## src/rtl/axis_fixed_latency_adapter.sv

```systemverilog
`default_nettype none
// ============================================================================
// Module   : axis_fixed_latency_adapter
// Purpose  : Couples a backpressured AXI-Stream to a fixed-latency, stall-free
//            datapath and buffers the returning results in a credit-guarded FIFO.
// Revision : 1.0 - initial release
// ============================================================================
module axis_fixed_latency_adapter #(
    parameter int IN_WIDTH   = 32,
    parameter int OUT_WIDTH  = 32,
    parameter int LATENCY    = 4,
    parameter int DEPTH_LOG2 = 3
) (
    input  logic                  clk,
    input  logic                  reset,

    input  logic [IN_WIDTH-1:0]   s_axis_tdata,
    input  logic                  s_axis_tlast,
    input  logic                  s_axis_tvalid,
    output logic                  s_axis_tready,

    output logic [OUT_WIDTH-1:0]  m_axis_tdata,
    output logic                  m_axis_tlast,
    output logic                  m_axis_tvalid,
    input  logic                  m_axis_tready,

    output logic [IN_WIDTH-1:0]   dp_out_tdata,
    output logic                  dp_out_stb,
    input  logic [OUT_WIDTH-1:0]  dp_in_tdata,
    input  logic                  dp_in_stb,

    output logic [DEPTH_LOG2:0]   occupancy,
    output logic                  latency_err
);

    localparam int                  c_depth     = 1 << DEPTH_LOG2;
    localparam int                  c_mask_w    = $clog2(LATENCY + 1);
    localparam logic [DEPTH_LOG2:0] c_depth_cnt = c_depth[DEPTH_LOG2:0];
    localparam logic [DEPTH_LOG2:0] c_cnt_one   = 1;
    localparam logic [c_mask_w-1:0] c_mask_init = c_mask_w'(LATENCY);
    localparam logic [c_mask_w-1:0] c_mask_one  = 1;

    logic [DEPTH_LOG2:0]   r_occ;
    logic [LATENCY-1:0]    r_dl_vld;
    logic [LATENCY-1:0]    r_dl_last;
    logic [DEPTH_LOG2:0]   r_wr_ptr;
    logic [DEPTH_LOG2:0]   r_rd_ptr;
    logic [OUT_WIDTH-1:0]  r_mem_data [c_depth];
    logic                  r_mem_last [c_depth];
    logic [c_mask_w-1:0]   r_mask_cnt;
    logic                  r_err;

    logic                  w_in_hs;
    logic                  w_out_hs;
    logic                  w_exp_vld;
    logic                  w_exp_last;
    logic                  w_empty;
    logic [DEPTH_LOG2-1:0] w_wr_idx;
    logic [DEPTH_LOG2-1:0] w_rd_idx;

    // Ready depends only on the credit register, never on m_axis_tready.
    assign s_axis_tready = (r_occ < c_depth_cnt);
    assign w_in_hs       = s_axis_tvalid & s_axis_tready;
    assign w_out_hs      = m_axis_tvalid & m_axis_tready;

    assign dp_out_stb    = w_in_hs;
    assign dp_out_tdata  = s_axis_tdata;

    assign w_exp_vld     = r_dl_vld[LATENCY-1];
    assign w_exp_last    = r_dl_last[LATENCY-1];

    assign w_wr_idx      = r_wr_ptr[DEPTH_LOG2-1:0];
    assign w_rd_idx      = r_rd_ptr[DEPTH_LOG2-1:0];
    assign w_empty       = (r_wr_ptr == r_rd_ptr);

    assign m_axis_tvalid = ~w_empty;
    assign m_axis_tdata  = r_mem_data[w_rd_idx];
    assign m_axis_tlast  = ~w_empty & r_mem_last[w_rd_idx];

    assign occupancy     = r_occ;
    assign latency_err   = r_err;

    always_ff @(posedge clk) begin
        if (reset) begin
            r_occ <= '0;
        end else if (w_in_hs && !w_out_hs) begin
            r_occ <= r_occ + c_cnt_one;
        end else if (!w_in_hs && w_out_hs) begin
            r_occ <= r_occ - c_cnt_one;
        end
    end

    generate
        if (LATENCY == 1) begin : g_dl_single
            always_ff @(posedge clk) begin
                if (reset) begin
                    r_dl_vld <= '0;
                end else begin
                    r_dl_vld <= w_in_hs;
                end
            end

            always_ff @(posedge clk) begin
                r_dl_last <= s_axis_tlast;
            end
        end else begin : g_dl_shift
            always_ff @(posedge clk) begin
                if (reset) begin
                    r_dl_vld <= '0;
                end else begin
                    r_dl_vld <= {r_dl_vld[LATENCY-2:0], w_in_hs};
                end
            end

            always_ff @(posedge clk) begin
                r_dl_last <= {r_dl_last[LATENCY-2:0], s_axis_tlast};
            end
        end
    endgenerate

    // Writes follow the tracked timing, not dp_in_stb, so credits stay exact
    // even when the datapath drops or invents strobes.
    always_ff @(posedge clk) begin
        if (w_exp_vld) begin
            r_mem_data[w_wr_idx] <= dp_in_tdata;
            r_mem_last[w_wr_idx] <= w_exp_last;
        end
    end

    always_ff @(posedge clk) begin
        if (reset) begin
            r_wr_ptr <= '0;
            r_rd_ptr <= '0;
        end else begin
            if (w_exp_vld) begin
                r_wr_ptr <= r_wr_ptr + c_cnt_one;
            end
            if (w_out_hs) begin
                r_rd_ptr <= r_rd_ptr + c_cnt_one;
            end
        end
    end

    // Results still draining from before a reset must not raise the flag.
    always_ff @(posedge clk) begin
        if (reset) begin
            r_mask_cnt <= c_mask_init;
            r_err      <= 1'b0;
        end else if (r_mask_cnt != '0) begin
            r_mask_cnt <= r_mask_cnt - c_mask_one;
        end else if (dp_in_stb != w_exp_vld) begin
            r_err      <= 1'b1;
        end
    end

endmodule
`default_nettype wire

```

## config.mk

```make
export PLATFORM = sky130hd
export DESIGN_NAME = axis_fixed_latency_adapter
export DESIGN_NICKNAME = d
export VERILOG_FILES = /design/src/rtl/axis_fixed_latency_adapter.sv
export SDC_FILE = /design/constraint.sdc
export NUM_CORES = 1
export LEC_CHECK = 0
export ABC_AREA = 1
export CAP_MARGIN = 5
export CORE_MARGIN = 10
export CORE_UTILIZATION = 30
export CTS_CLUSTER_DIAMETER = 100
export DETAILED_ROUTE_END_ITERATION = 10
export GPL_TIMING_DRIVEN = 0
export PLACE_DENSITY = 0.49
export SYNTH_ARGS = -nofsm -noshare
export SYNTH_HDL_FRONTEND = slang
export SYNTH_SLANG_ARGS = --single-unit
```

## constraint.sdc

```tcl
create_clock -name clk -period 6.5 [get_ports clk]
set_input_delay 1.95 -clock clk [delete_from_list [all_inputs] [get_ports clk]]
set_output_delay 1.95 -clock clk [all_outputs]
set_load 0.02 [all_outputs]
```

==> results.txt <==
Die Area = 0.0476 mm²
register area share after synthesis = 71.9%
number of global-route vias before repair = 7,705
most common cell in the netlist = edfxtp_1
Yosys warnings = 0
core region area = 0.0387 mm²
CP Capture Type = primary output
Synth top area share = 67.3%
Tcrit/Tclk final = 79.4%
Placed Cells = 1,634
Initial DRC Count = 429
Fillers = 3,772
sinks on the clock net = 291
Post-Syn Area = 0.0118 mm²
TritonCTS Buffers = 31
Setup CP Type = in -> out
Worst Hold Class = reg -> reg
Synth area leaders = edfxtp_1, nor2_1, o21ai_1, dfxtp_1, nand2_1
Max IR drop VDD = 0.210 mV
DP Worst Slack = 1.32 ns
final total power = 4.85 mW
worst path bufs/invs = 3
Synth Flop Type = edfxtp_1
GRT Total Usage = 12.6%
ANT nets after route = 0
cells after synthesis = 999
final hold violation count = 0
area leader, netlist = edfxtp_1
Remaining DRCs = 0
RSZ-0062 raised after global routing = false
Synth cell types = 25
peak fanout along the critical path = 2
worst setup margin = 1.34 ns
clock transition at the registers of the reported paths = 0.06 ns
fin cells = 1,693
slowest CP cell = clkdlybuf4s50_1
LEAKAGE = 5.15 nW
fraction of layout cells with a size suffix above 1 = 10.8%
Clock Skew = 0.0203 ns
GRT overflow = 0
I/O pin count = 143
largest net degree at the start of global routing = 24
Slew headroom = 50.8%
Post-synth EDFFs = 264
Slew Viols, Final = 0
clock period minus worst slack = 5.16 ns
area of the multi-input gates = 0.00270 mm²
Avg Cell Area, Syn = 11.8 µm²
row cnt = 72
largest buffer count on any clock path = 3
Synth top cells by count = edfxtp_1, nor2_1, nand2_1
CP delay by family, top = buffers and inverters
post-synthesis register bit count = 291
Critical Path AT = 3.21 ns
H-tree Lvls = 1
Max Cap Violations = 0
drt first pass iters = 5
CTS Hold Bufs = 0
CTS tree = done
first-pass GRT wire length = 46.6 mm
crit path cell chain = clkdlybuf4s50_1 -> inv_1 -> nor2_1 -> clkdlybuf4s50_1
die height = 218 µm
dpl hpwl = 20.4 mm
setup total negative slack = 0 ns
Setup violations, final = 0
DRT Wirelength = 30.8 mm
IO buf count = 109
fraction of registers with async set/reset = 0%
Fin Hold WS = 0.327 ns
status = finished, final reports clean
Die Wd = 218 µm
Worst-Skew Late Latency = 0.56 ns
post-DR wirelength/cell = 18.2 µm
vias per inst = 4.50
delay of the slowest cell on the worst path = 0.63 ns
P&R area growth vs syn = 25.6%
post-CTS setup buffer count = 0
worst-margin pin slew = 0.737 ns
startpoint class of the critical path = primary input
FF-to-FF setup slack = 4.27 ns
Final nets = 1,227
Fmax = 0.194 GHz
Storage cell area = 0.00847 mm²
Mapped Nets = 1,077
Post-CTS Resized = 0
WP data required = 4.55 ns
Initial Util = 30.4%
Clock Root Buffer = clkbuf_16
detailed-route via count = 7,620
initial antenna violation count = 2
GP Congestion = 0.734
Power Density = 328 mW/mm²
most frequent CP cell = clkdlybuf4s50_1
[path summary, 6_finish.rpt]
| path | from | end | depth (start not counted) |
|---|---|---|---|
| max | s_axis_tvalid | dp_out_stb | 4 |
| min | r_dl_last[0]$_DFF_P_ | r_dl_last[1]$_DFF_P_ | 0 |
| max reg2reg | r_wr_ptr[1]$_SDFFE_PP0P_ | occupancy[3]$_SDFFE_PP0P_ | 14 |
| min reg2reg | r_dl_last[0]$_DFF_P_ | r_dl_last[1]$_DFF_P_ | 0 |
[layout make-up]
class                           count  area share [%]
Buffer                             86            3.89
Clock buffer                       34            5.32
Clock inverter                     24            1.63
Timing Repair Buffer              117            8.61
Sequential cell                   291            57.2
Inverter                           27           0.702
Multi-Input combinational cell    595            18.2
Antenna cell                        1          0.0169
Tap cell                          518            4.38
[state kept, by name (all words and copies together) (netlist names), 3 cells and up, named ones only]
| signal | flops |
|---|---|
| occupancy | 4 |
| r_wr_ptr | 4 |
| r_rd_ptr | 4 |
| r_dl_last | 4 |
| r_mask_cnt | 3 |
| r_dl_vld | 4 |
| r_mem_last | 8 |
| r_mem_data | 256 |
[cells in the final DEF, fill, tap and decap left out, types with 7 or more instances in the layout]
cell,synthesis,layout
nand2_1,126,126
inv_1,24,24
o21ai_1,124,124
clkdlybuf4s50_1,0,109
buf_2,18,18
buf_1,7,7
ha_1,7,7
dfxtp_1,27,27
nor2_4,0,8
clkbuf_1,15,18
buf_6,12,12
edfxtp_1,264,264
clkbuf_16,0,31
clkinv_1,0,13
buf_4,33,33
nor2_1,227,219
a21oi_1,11,11
o21ai_0,81,81
[per-layer routing]
metal | global-route usage (%) | part of all wire, % | vias to the layer above
met3 | 2.94 | 7.0 | 42
met4 | 2.94 | 1.6 | 2
li1 | - | - | 3740
met2 | 21.2 | 47 | 205
met1 | 16.2 | 45 | 3631
met5 | 0 | 0.042 | -
[cell families after synthesis]
kind of cell | synth area share [%]
simple gates | 11.7
compound gates | 9.42
buf+inv | 5.77
xor+xnor | 0.372
flops | 71.9
fa+ha+maj | 0.913
[power by group]
part	leakage (nW)	internal [mW]	switching [mW]
clock	0.495	1.07	0.716
combinational	2.06	0.384	0.579
sequential	2.59	2.07	0.0295
total	5.15	3.52	1.32
[through the flow]
stage          instance area [µm²]  util [%]
3_5_place_dp                 13800      35.5
2_1_floorplan                11800         -
5_1_grt                      14800      38.2
6_report                     14800      38.2
4_1_cts                      14800      38.2
3_3_place_gp                 13500      34.9
(Power assumes the default switching activity.)
